`src/rtl/branch_pkg.sv`:
```
// Shared definitions for the decode-stage branch resolver.
// Contents: opcode constants, condition-code enum, resolver FSM states,
// and bit positions of Z/V/N within the {Z,V,N} flag vector.
package branch_pkg;

    localparam logic [3:0] OP_B  = 4'b1100;
    localparam logic [3:0] OP_BR = 4'b1101;

    typedef enum logic [2:0] {
        CC_NE  = 3'b000,
        CC_EQ  = 3'b001,
        CC_GT  = 3'b010,
        CC_LT  = 3'b011,
        CC_GTE = 3'b100,
        CC_LTE = 3'b101,
        CC_OV  = 3'b110,
        CC_AL  = 3'b111
    } cond_t;

    typedef enum logic {
        S_IDLE = 1'b0,
        S_HAZ  = 1'b1
    } state_t;

    localparam int FLAG_Z = 2;
    localparam int FLAG_V = 1;
    localparam int FLAG_N = 0;

endpackage

```
`src/rtl/branch_cond_eval.sv`:
```
// Combinational branch condition evaluator.
// Ports:
//   i_ccc    in  3  condition code (inst[11:9])
//   i_flags  in  3  flag vector {Z,V,N}
//   o_taken  out 1  condition satisfied
module branch_cond_eval (
    input  logic [2:0] i_ccc,
    input  logic [2:0] i_flags,
    output logic       o_taken
);
    import branch_pkg::*;

    logic w_z, w_v, w_n;

    assign w_z = i_flags[FLAG_Z];
    assign w_v = i_flags[FLAG_V];
    assign w_n = i_flags[FLAG_N];

    always_comb begin
        o_taken = 1'b0;
        unique case (cond_t'(i_ccc))
            CC_NE:  o_taken = ~w_z;
            CC_EQ:  o_taken = w_z;
            CC_GT:  o_taken = ~w_z & ~w_n;
            CC_LT:  o_taken = w_n;
            CC_GTE: o_taken = ~w_n;
            CC_LTE: o_taken = w_n | w_z;
            CC_OV:  o_taken = w_v;
            CC_AL:  o_taken = 1'b1;
        endcase
    end

endmodule

```
`src/rtl/branch_resolve_unit.sv`:
```
// Decode-stage branch resolver. Owns the {Z,V,N} flag register, resolves
// B (PC-relative) and BR (register) branches, and produces predictor update
// strobes and a Fetch redirect. A conditional branch that meets an EX-stage
// flag write is held for one cycle (stall_req) and then resolved from the
// freshly registered flags; there is no flag bypass.
// Optional feature: define BRANCH_STATS_EN to build saturating statistics
// counters; otherwise stat_* are tied to zero.
// Ports:
//   clk, rst                       clock, async active-high reset
//   id_valid/id_inst/id_pc_curr    IF/ID instruction and PC
//   id_prediction/_predicted_target  fetch-time prediction
//   id_rs_data                     BR target operand
//   id_stall_ext                   external hold of IF/ID
//   ex_flag_wen/ex_flags           EX flag writes {Z,V,N}
//   flags                          flag register
//   stall_req                      flag hazard stall request
//   is_branch/actual_taken         resolve pulse and outcome
//   branch_target/redirect_PC      computed target / Fetch redirect address
//   wen_BTB/wen_BHT/update_PC/flush_IF_ID  update strobes
//   stat_*                         statistics counters
module branch_resolve_unit #(
    parameter int ADDR_W = 16,
    parameter int CNT_W  = 16
) (
    input  logic              clk,
    input  logic              rst,
    input  logic              id_valid,
    input  logic [15:0]       id_inst,
    input  logic [ADDR_W-1:0] id_pc_curr,
    input  logic [1:0]        id_prediction,
    input  logic [ADDR_W-1:0] id_predicted_target,
    input  logic [15:0]       id_rs_data,
    input  logic              id_stall_ext,
    input  logic [2:0]        ex_flag_wen,
    input  logic [2:0]        ex_flags,
    output logic [2:0]        flags,
    output logic              stall_req,
    output logic              is_branch,
    output logic              actual_taken,
    output logic [ADDR_W-1:0] branch_target,
    output logic [ADDR_W-1:0] redirect_PC,
    output logic              wen_BTB,
    output logic              wen_BHT,
    output logic              update_PC,
    output logic              flush_IF_ID,
    output logic [CNT_W-1:0]  stat_branches,
    output logic [CNT_W-1:0]  stat_mispredicts,
    output logic [CNT_W-1:0]  stat_haz_stalls
);
    import branch_pkg::*;

    logic [2:0]        r_flags;
    state_t            r_state;
    state_t            w_state_nxt;
    logic              w_is_br;
    logic              w_is_reg;
    logic              w_haz;
    logic              w_taken;
    logic              w_stall;
    logic              w_resolve;
    logic              w_res;
    logic              w_mispred;
    logic              w_miscomp;
    logic [ADDR_W-1:0] w_pc_plus2;
    logic [ADDR_W-1:0] w_offset;
    logic [ADDR_W-1:0] w_target;

    assign w_is_reg = (id_inst[15:12] == OP_BR);
    assign w_is_br  = id_valid & ((id_inst[15:12] == OP_B) | w_is_reg);
    // Unconditional branches never read flags, so EX writes cannot hazard them.
    assign w_haz    = (|ex_flag_wen) & (cond_t'(id_inst[11:9]) != CC_AL);

    // Sign-extended 9-bit word offset, scaled to bytes.
    assign w_offset   = {{(ADDR_W-10){id_inst[8]}}, id_inst[8:0], 1'b0};
    assign w_pc_plus2 = id_pc_curr + ADDR_W'(2);
    assign w_target   = w_is_reg ? ADDR_W'(id_rs_data) : (w_pc_plus2 + w_offset);

    branch_cond_eval u_cond (
        .i_ccc   (id_inst[11:9]),
        .i_flags (r_flags),
        .o_taken (w_taken)
    );

    always_ff @(posedge clk or posedge rst) begin
        if (rst) begin
            r_flags <= 3'b000;
        end else begin
            for (int i = 0; i < 3; i++) begin
                if (ex_flag_wen[i]) r_flags[i] <= ex_flags[i];
            end
        end
    end

    always_ff @(posedge clk or posedge rst) begin
        if (rst) r_state <= S_IDLE;
        else     r_state <= w_state_nxt;
    end

    always_comb begin
        w_state_nxt = r_state;
        w_stall     = 1'b0;
        w_resolve   = 1'b0;
        if (!w_is_br) begin
            w_state_nxt = S_IDLE;
        end else begin
            case (r_state)
                S_IDLE: begin
                    if (w_haz) begin
                        w_stall     = 1'b1;
                        w_state_nxt = S_HAZ;
                    end else if (!id_stall_ext) begin
                        w_resolve = 1'b1;
                    end
                end
                S_HAZ: begin
                    if (!id_stall_ext) begin
                        w_resolve   = 1'b1;
                        w_state_nxt = S_IDLE;
                    end
                end
                default: w_state_nxt = S_IDLE;
            endcase
        end
    end

    // Gating with rst makes stall_req and strobes drop the moment reset rises.
    assign w_res     = w_resolve & ~rst;
    assign w_mispred = (id_prediction[1] != w_taken);
    assign w_miscomp = (id_predicted_target != w_target);

    assign flags         = r_flags;
    assign stall_req     = w_stall & ~rst;
    assign is_branch     = w_res;
    assign actual_taken  = w_res & w_taken;
    assign branch_target = w_target;
    assign redirect_PC   = w_taken ? w_target : w_pc_plus2;
    assign wen_BTB       = w_res & (w_taken | w_miscomp);
    assign wen_BHT       = w_res & w_mispred;
    assign update_PC     = w_res & (w_mispred | (w_taken & w_miscomp));
    assign flush_IF_ID   = update_PC;

`ifdef BRANCH_STATS_EN
    logic [CNT_W-1:0] r_stat_br;
    logic [CNT_W-1:0] r_stat_mis;
    logic [CNT_W-1:0] r_stat_stl;

    always_ff @(posedge clk or posedge rst) begin
        if (rst) begin
            r_stat_br  <= '0;
            r_stat_mis <= '0;
            r_stat_stl <= '0;
        end else begin
            if (is_branch && (r_stat_br != '1))  r_stat_br  <= r_stat_br + CNT_W'(1);
            if (update_PC && (r_stat_mis != '1)) r_stat_mis <= r_stat_mis + CNT_W'(1);
            if (stall_req && (r_stat_stl != '1)) r_stat_stl <= r_stat_stl + CNT_W'(1);
        end
    end

    assign stat_branches    = r_stat_br;
    assign stat_mispredicts = r_stat_mis;
    assign stat_haz_stalls  = r_stat_stl;
`else
    assign stat_branches    = '0;
    assign stat_mispredicts = '0;
    assign stat_haz_stalls  = '0;
`endif

endmodule
```
`config.mk`:
```
export PLATFORM = sky130hd
export DESIGN_NAME = branch_resolve_unit
export DESIGN_NICKNAME = d
export VERILOG_FILES = /design/src/rtl/branch_pkg.sv /design/src/rtl/branch_cond_eval.sv /design/src/rtl/branch_resolve_unit.sv
export SDC_FILE = /design/constraint.sdc
export NUM_CORES = 1
export LEC_CHECK = 0
export BUFFER_PORTS_ARGS = -buffer_cell sky130_fd_sc_hd__buf_2
export CAP_MARGIN = 0
export CORE_MARGIN = 4
export CORE_UTILIZATION = 44
export DETAILED_ROUTE_END_ITERATION = 12
export GPL_TIMING_DRIVEN = 0
export PLACE_DENSITY = 0.84
export RECOVER_POWER = 50
export SYNTH_ARGS = -nofsm -noshare
export SYNTH_HDL_FRONTEND = slang
export SYNTH_SLANG_ARGS = --single-unit
```
`constraint.sdc`:
```
create_clock -name clk -period 4.84 [get_ports clk]
set_clock_uncertainty 0.05 [all_clocks]
set_input_delay 0.484 -clock clk [delete_from_list [all_inputs] [get_ports clk]]
set_output_delay 0.484 -clock clk [all_outputs]
set_load 0.005 [all_outputs]
```
Word level (Yosys, flattened, before mapping)

Index checks and enable logic that the tools add are counted.

Flip-flop bits (word level): 4
Input bits: 76
Output and inout bits: 90
Logic and storage cells: 51

Add/sub/neg operators: 2
Eq/ne operators: 12
Mux-type cells: 13
Bitwise logic cells: 18
Reductions and logical operators: 2

Operators by type and width:

| operator                                                         | count |
|---|---|
| 16-bit 2-to-1 mux                                                | 2 |
| 16-bit adder                                                     | 1 |
| 16-bit by 2-bit adder with 16-bit output (second input constant) | 1 |
| 16-bit inequality test                                           | 1 |
| 3-bit == test (second input constant)                            | 4 |
| 1-bit AND                                                        | 10 |
| 4-bit == test (second input constant)                            | 2 |
| 1-bit 2-to-1 mux                                                 | 8 |
| 1-bit case mux with 8 select lines                               | 1 |
| 3-bit by 2-bit == test with 1-bit output (second input constant) | 2 |
| 1-bit NOT                                                        | 4 |
| 1-bit bitwise OR                                                 | 4 |
| 1-bit case mux with 2 select lines                               | 2 |
| 3-bit by 1-bit == test with 1-bit output (second input constant) | 1 |
| 3-bit logical NOT                                                | 1 |
| 3-bit inequality test (second input constant)                    | 1 |
| 3-bit OR reduction                                               | 1 |
| 1-bit inequality test                                            | 1 |

Longest topological paths before layout

Gate-level depths: netlist of run 1.

Depth after elaboration: 7
Mapped depth: 16

Hierarchy

From an unflattened synthesis of run 1, not the netlist that was laid out.

Cells, all modules: 361
Area total of the unflattened synthesis: 2,667.6 um^2

By module, submodules not included:

| module              | instances | cells an instance | area an instance (um^2) | sequential area each (um^2) |
|---|---|---|---|---|
| branch_resolve_unit | 1         | 351               | 2,580.0                 | 100.1 |
| branch_cond_eval    | 1         | 10                | 87.6                    | 0.0 |

Least setup slack after synthesis of run 1

OpenSTA, ideal clock, no wires.

Kind: input to output
From: input id_pc_curr[3]
To: output update_PC
Data arrival time: 3,420 ps
Data required time: 4,306 ps
Setup slack: 886 ps
Cell stages on the path: 15
Path buffers: 1
Cell sequence: and4_1 and2_1 and3_1 nand3_1 xnor2_1 ha_1 nand2_1 o21a_1 or2_2 nand3_1 xor2_1 o211ai_1 a2111oi_1 a31oi_1 buf_4

Word-level cells in the longest chain between the ends: 7

Ends and longest elaborated chain:

| item                                     | line                       | source |
|---|---|---|
| start, declared                          | branch_resolve_unit.sv:29  | `input logic [ADDR_W-1:0] id_pc_curr,` |
| 16-bit by 2-bit adder with 16-bit output | branch_resolve_unit.sv:75  | `assign w_pc_plus2 = id_pc_curr + ADDR_W'(2);` |
| 16-bit adder                             | branch_resolve_unit.sv:76  | `assign w_target = w_is_reg ? ADDR_W'(id_rs_data) : (w_pc_plus2 + w_offset);` |
| 16-bit 2-to-1 mux                        | branch_resolve_unit.sv:76  |  |
| 16-bit inequality test                   | branch_resolve_unit.sv:129 | `assign w_miscomp = (id_predicted_target != w_target);` |
| 1-bit AND                                | branch_resolve_unit.sv:139 | `assign update_PC = w_res & (w_mispred \| (w_taken & w_miscomp));` |
| 1-bit bitwise OR                         | branch_resolve_unit.sv:139 |  |
| 1-bit AND                                | branch_resolve_unit.sv:139 |  |
| end, declared                            | branch_resolve_unit.sv:44  | `output logic update_PC,` |

Every way passes these cells.

Final worst setup path of run 1

Ends and elaborated chain as after synthesis.

==> qor.txt, run 1 <==
Clock Pin Slew Worst Setup and Hold Paths - 0.03 ns
CP arrival - 4.02 ns
Die W - 83.5 um
first-pass GRT wire length - 13,000 um
sequential cell area - 100 sq um
status - finished, final reports clean
Post-Synth Adder-Cell Area - 0.103
Synth Area in Compound Gates - 0.217
Vias - 2,952
DR pass1 iterations - 4
number of flops mapped to enable cells by yosys - 0
hold slack - 0.104 ns
largest family of logic cells by synthesized area - simple AND/OR/NAND/NOR gates
count of final hold-check violations - 0
leading area contributor after synthesis - buf_4
CP Launch Type - input pin
Slew @ Worst Pin - 0.806 ns
initial antenna violation count - 0
P_sw - 246 uW
htree depth - 1
Crit Path Category - in2out
minimum clock period after layout - 4.56 ns
RSZ-0062 raised after global routing - false
Mapped Avg Cell Area - 7.18 sq um
critical path required time - 4.31 ns
final setup margin - 0.282 ns
DP Wirelength - 6890 um
FILL cells - 536
post-synthesis cell type count - 61
CTS tree - done
#FFs+latches synth - 4
synthesized area - 0.00251 sq mm
Comb power frac - 0.795
post-synthesis sequential area ratio - 0.0399
Fin Setup TNS - 0 ns
Final Core Density - 0.617
final setup vio count - 0
Switching Share - 0.458
maxcap violations - 0
number of global-route vias before repair - 2,864
hold buffer count at cts - 0
clk_lat worst skew - 0.22 ns
number of synthesis warnings - 0
worst-path fanout max - 6
relative slew slack - 0.462
Top FF cell, synth - dfrtp_1
DIE HEIGHT - 83.5 um
Slew Limit Fails - 0
DP Cell Count - 584
Pwr Total - 537 uW
r2r setup slk - 3.94 ns
fraction of the cycle the final worst path needs - 0.942
core area - 0.00551 sq mm
Multi-input gate area - 0.00215 sq mm
TritonCTS buffer count - 3
layout cells sized above 1 - 0.346
die area - 0.00697 sq mm
initial core utilization - 0.455
clk sinks - 4
multiplexer share of the synthesized area - 0.0914
global route overflow - 0
DP Area - 0.00335 sq mm
# DRC - 0
number of I/O port buffers - 116
Placer Congestion - 0.913
Post-Place Setup Slack - 0.0777 ns
Worst Hold Class - in2async
FP Rows - 27
Worst VDD drop - 0.156 mV
Finished Cell Area - 0.00340 sq mm
P_int - 291 uW
Max Fclk - 0.219 GHz
Layout area overhead - 35.6%
synth cell count leaders - 49 x buf_4, 31 x nand2_1, 26 x a21oi_1, 24 x xnor2_1, 21 x nor2_1
async set-reset flop share out of synthesis - 1.00
share of the synthesized area in the top cell type - 0.147
CTS Buffer Depth - 2
Iter 0 DRT Violations - 170
Finished Layout Cells - 587
top-count cell post-synth - buf_4
Post-Synth XOR/XNOR Area - 0.118
simple logic cell fraction of the synthesized area - 0.243
Mapped Cells - 349
I/O pins - 166
post-CTS sizing - 0
Routed WL - 7900 um
Clk pwr share - 0.133
CTS Root Cell - clkbuf_8
crit end category - output pin
leakage power - 1.79 nW
Avg WL per Cell - 13.5 um
largest net degree at the start of global routing - 11
total track usage - 0.217
pwr dens - 158 mW/mm^2
number of diodes - 0
synth top area cells - buf_4 15%, ha_1 9.5%, xnor2_1 8.4%, a21oi_1 5.2%, mux2_2 4.9%
Nets - 613
vias per cell - 5.03
Post-CTS Setup Repair Bufs - 0
Sequential Power Share - 0.072
antenna-violating nets left - 0
layout make-up:
cell class | count | share of cell area
clock buffers | 3 | 0.0121
multi-input cells | 319 | 0.631
plain buffers | 56 | 0.116
repair buffers | 116 | 0.166
inverters | 17 | 0.0188
well taps | 72 | 0.0265
flip-flops and latches | 4 | 0.0294
registers in the layout (all words and copies together), names as in the netlist:
register / cells
r_state: 1
flags: 3
worst max-delay path: stages:
cell and delay (ns):
buf_2 0.11, and4_1 0.25, and2_1 0.20, and3_1 0.23
nand3_1 0.11, xnor2_1 0.17, ha_1 0.41, nand2_1 0.12
o21a_1 0.25, or2_2 0.34, nand3_1 0.10, xor2_1 0.18
o211ai_1 0.15, a2111oi_4 0.44, a31oi_1 0.18, buf_4 0.17
buf_2 0.12
final timing paths:
path                            cells past startpoint     startpoint        end
min in group clk                                    3    ex_flags[0]   flags[0]
max in group asynchronous                           2            rst   flags[2]
worst min-delay path                                2            rst   flags[0]
worst max register to register                      3        r_state    r_state
worst max-delay path                               17  id_pc_curr[3]  update_PC
worst min register to register                      2        r_state    r_state
power groups by stage:
stage          sequential, mW  clock (mW)  combinational [mW]
2_1_floorplan          0.0387           0               0.275
3_3_place_gp           0.0389           0               0.412
3_5_place_dp           0.0390           0               0.419
4_1_cts                0.0387      0.0719               0.421
5_1_grt                0.0392      0.0727               0.473
6_report               0.0387      0.0715               0.427
layer usage:
layer  up-vias  part of all wire  GRT usage
met5         -                 0          0
met4         0             0.021     0.0775
met3        16              0.11     0.0503
met2       133              0.49      0.387
met1      1309              0.38      0.252
li1       1494                 -          -
cells by family after synthesis:
logic type	count (synthesis)
buf+inv	73
xor+xnor	33
simple gates	118
other cells	1
flops	4
mux	21
fa+ha+maj	20
compound gates	79
layout by cell type, fill, tap and decap left out, types with 11 or more instances in the layout:
master	n
a21oi_1	26
buf_2	103
buf_4	49
clkbuf_1	20
conb_1	48
ha_1	19
inv_1	16
mux2_2	11
nand2_1	31
nand3_1	14
nor2_1	21
o21ai_0	11
xnor2_1	24
(Power assumes the default switching activity.)
==> run 2, diff against run 1 <==
- REMOVE_ABC_BUFFERS: unset -> 1
==> run 2 against run 1 <==
Via count fell by 5.3%. Register-to-register slack barely moved. Power fell by 6.5%. Wire length fell by 5.4%. Sequential power fell by 1%. Cell count fell by 9.4%. Count of clock-buffer cells in the layout did not move.
==> qor.txt, run 2 (synthesis results as in run 1) <==
Slew @ Worst Pin - 1.28 ns (+0.469 ns)
htree depth - 1 (unchanged)
TritonCTS buffer count - 3 (unchanged)
Avg WL per Cell - 14.0 um (+4.4%)
Buf/Inv on CP - 2 (-1)
FILL cells - 551 (+2.8%)
vias per cell - 5.26 (+4.5%)
initial antenna violation count - 0 (unchanged)
Max Fclk - 0.223 GHz (+1.9%)
number of diodes - 0 (unchanged)
largest net degree at the start of global routing - 29 (+18)
hold buffer count at cts - 0 (unchanged)
first-pass GRT wire length - 11,700 um (-10%)
clk sinks - 4 (unchanged)
status - finished, final reports clean
I/O pins - 166 (unchanged)
Die W - 83.5 um (unchanged)
CP Launch Type - input pin
crit end category - output pin
Iter 0 DRT Violations - 106 (-38%)
worst-path fanout max - 6 (unchanged)
most frequent cells in the layout - 105 x buf_2, 48 x conb_1, 31 x nand2_1, 26 x a21oi_1, 24 x xnor2_1
Layout area overhead - 19.3%
number of I/O port buffers - 116 (unchanged)
fraction of the cycle the final worst path needs - 0.924 (-0.0172)
Final Core Density - 0.543 (-0.0745)
CTS Buffer Depth - 2 (unchanged)
cell family with most CP delay - simple AND/OR/NAND/NOR gates
max FFs per register - 3 (unchanged)
total track usage - 0.193 (-0.0233)
most common cell after layout, fill and taps aside - buf_2
Clock Pin Slew Worst Setup and Hold Paths - 0.03 ns (about the same)
global route overflow - 0 (unchanged)
CP Cell Sequence - buf_2 -> and4_1 -> and2_1 -> and3_1 -> nand3_1 -> xnor2_1 -> ha_1 -> nand2_1 -> o21a_1 -> or2_2 -> nand3_1 -> xor2_1 -> o211ai_1 -> a2111oi_2 -> a31oi_1 -> buf_2
RSZ-0062 raised after global routing - false
Slew Limit Fails - 0 (unchanged)
number of global-route vias before repair - 2,658 (-7.2%)
DIE HEIGHT - 83.5 um (unchanged)
critical path required time - 4.31 ns (about the same)
CTS tree - done
CP max stage delay - 0.53 ns (+0.09 ns)
DR WL met3 - 663 um (-21%)
Vias - 2,797 (-5.3%)
Worst VDD drop - 0.152 mV (-2.6%)
FP Rows - 27 (unchanged)
DP Wirelength - 6400 um (-7.1%)
hold slack - 0.107 ns (+0.00295 ns)
WL met2 - 3670 um (-5.2%)
layout cells sized above 1 - 0.285 (-0.0608)
Nets - 558 (-9.0%)
Top Metal Used - met4
clk_lat worst skew - 0.21 ns (about the same)
CP max stage cell - a2111oi_2
relative slew slack - 0.145 (-0.317)
Routed WL - 7470 um (-5.4%)
M1 WL - 3090 um (+2.2%)
final setup vio count - 0 (unchanged)
CTS Root Cell - clkbuf_8
initial core utilization - 0.455 (unchanged)
# DRC - 0 (unchanged)
Placer Congestion - 0.935 (+2.5%)
count of final hold-check violations - 0 (unchanged)
leakage power - 1.53 nW (-15%)
die area - 0.00697 sq mm (unchanged)
pwr dens - 168 mW/mm^2 (+6.4%)
Fin Setup TNS - 0 ns (unchanged)
Crit Path Category - in2out
Worst Hold Class - in2async
antenna-violating nets left - 0 (unchanged)
maxcap violations - 0 (unchanged)
CP arrival - 3.94 ns (-0.08 ns)
core area - 0.00551 sq mm (unchanged)
DR pass1 iterations - 4 (unchanged)
minimum clock period after layout - 4.47 ns (-0.0834 ns)
==> run 2: worst register-to-register path: cells and delay by family (launching register included) <==
kind	cells	cell delay, ns
AND/OR/NAND/NOR	2	0.33
flip-flops	1	0.38
AO/OA/AOI/OAI	1	0.07
==> run 2: per-stage QoR <==
| step | power (mW) | setup WS [ns] | std cells | area [sq um] |
|---|---|---|---|---|
| 2_1_floorplan | 0.284 | 1.02 | 340 | 2280 |
| 3_3_place_gp | 0.422 | 0.222 | 528 | 2950 |
| 3_5_place_dp | 0.434 | 0.259 | 529 | 2970 |
| 4_1_cts | 0.504 | 0.252 | 532 | 3010 |
| 5_1_grt | 0.550 | 0.0859 | 532 | 2990 |
| 6_report | 0.502 | 0.365 | 532 | 2990 |
==> run 2: path summary, 6_finish.rpt <==
path                          startpoint  endpoint  slack [ns]  depth (start not counted)
max in group asynchronous            rst  flags[1]        4.47                          2
min                                  rst  flags[0]        0.11                          2
max reg2reg                      r_state   r_state        3.94                          3
min reg2reg                     flags[1]  flags[1]        0.48                          1
min in group clk             ex_flags[0]  flags[0]        0.44                          3
max                        id_pc_curr[3]   wen_BTB        0.37                         16
==> run 2: layout make-up <==
| class | instances | area (sq um) | share of cell area |
|---|---|---|---|
| Clock buffer | 3 | 41.3 | 0.0138 |
| Inverter | 17 | 63.8 | 0.0213 |
| Multi-Input combinational cell | 319 | 2110 | 0.706 |
| Sequential cell | 4 | 100 | 0.0335 |
| Tap cell | 72 | 90.1 | 0.0301 |
| Timing Repair Buffer | 117 | 583 | 0.195 |
==> run 2: power breakdown <==
part	total, mW	leakage [nW]	internal, mW	switching (mW)
registers	0.0382	0.0498	0.0363	0.00192
logic	0.397	1.46	0.179	0.219
clock network	0.0667	0.0216	0.0527	0.0139
==> run 2: layer usage <==
metal,global-route usage,vias up
met3,0.0178,6
met1,0.243,1279
met2,0.362,133
met4,0.0322,0
met5,0,-
li1,-,1379
==> run 2: timing repair <==
item / CTS / global route
setup buffers: 0 / 0
gates resized for setup: 0 / 1
endpoints found under the setup margin: 0 / 3
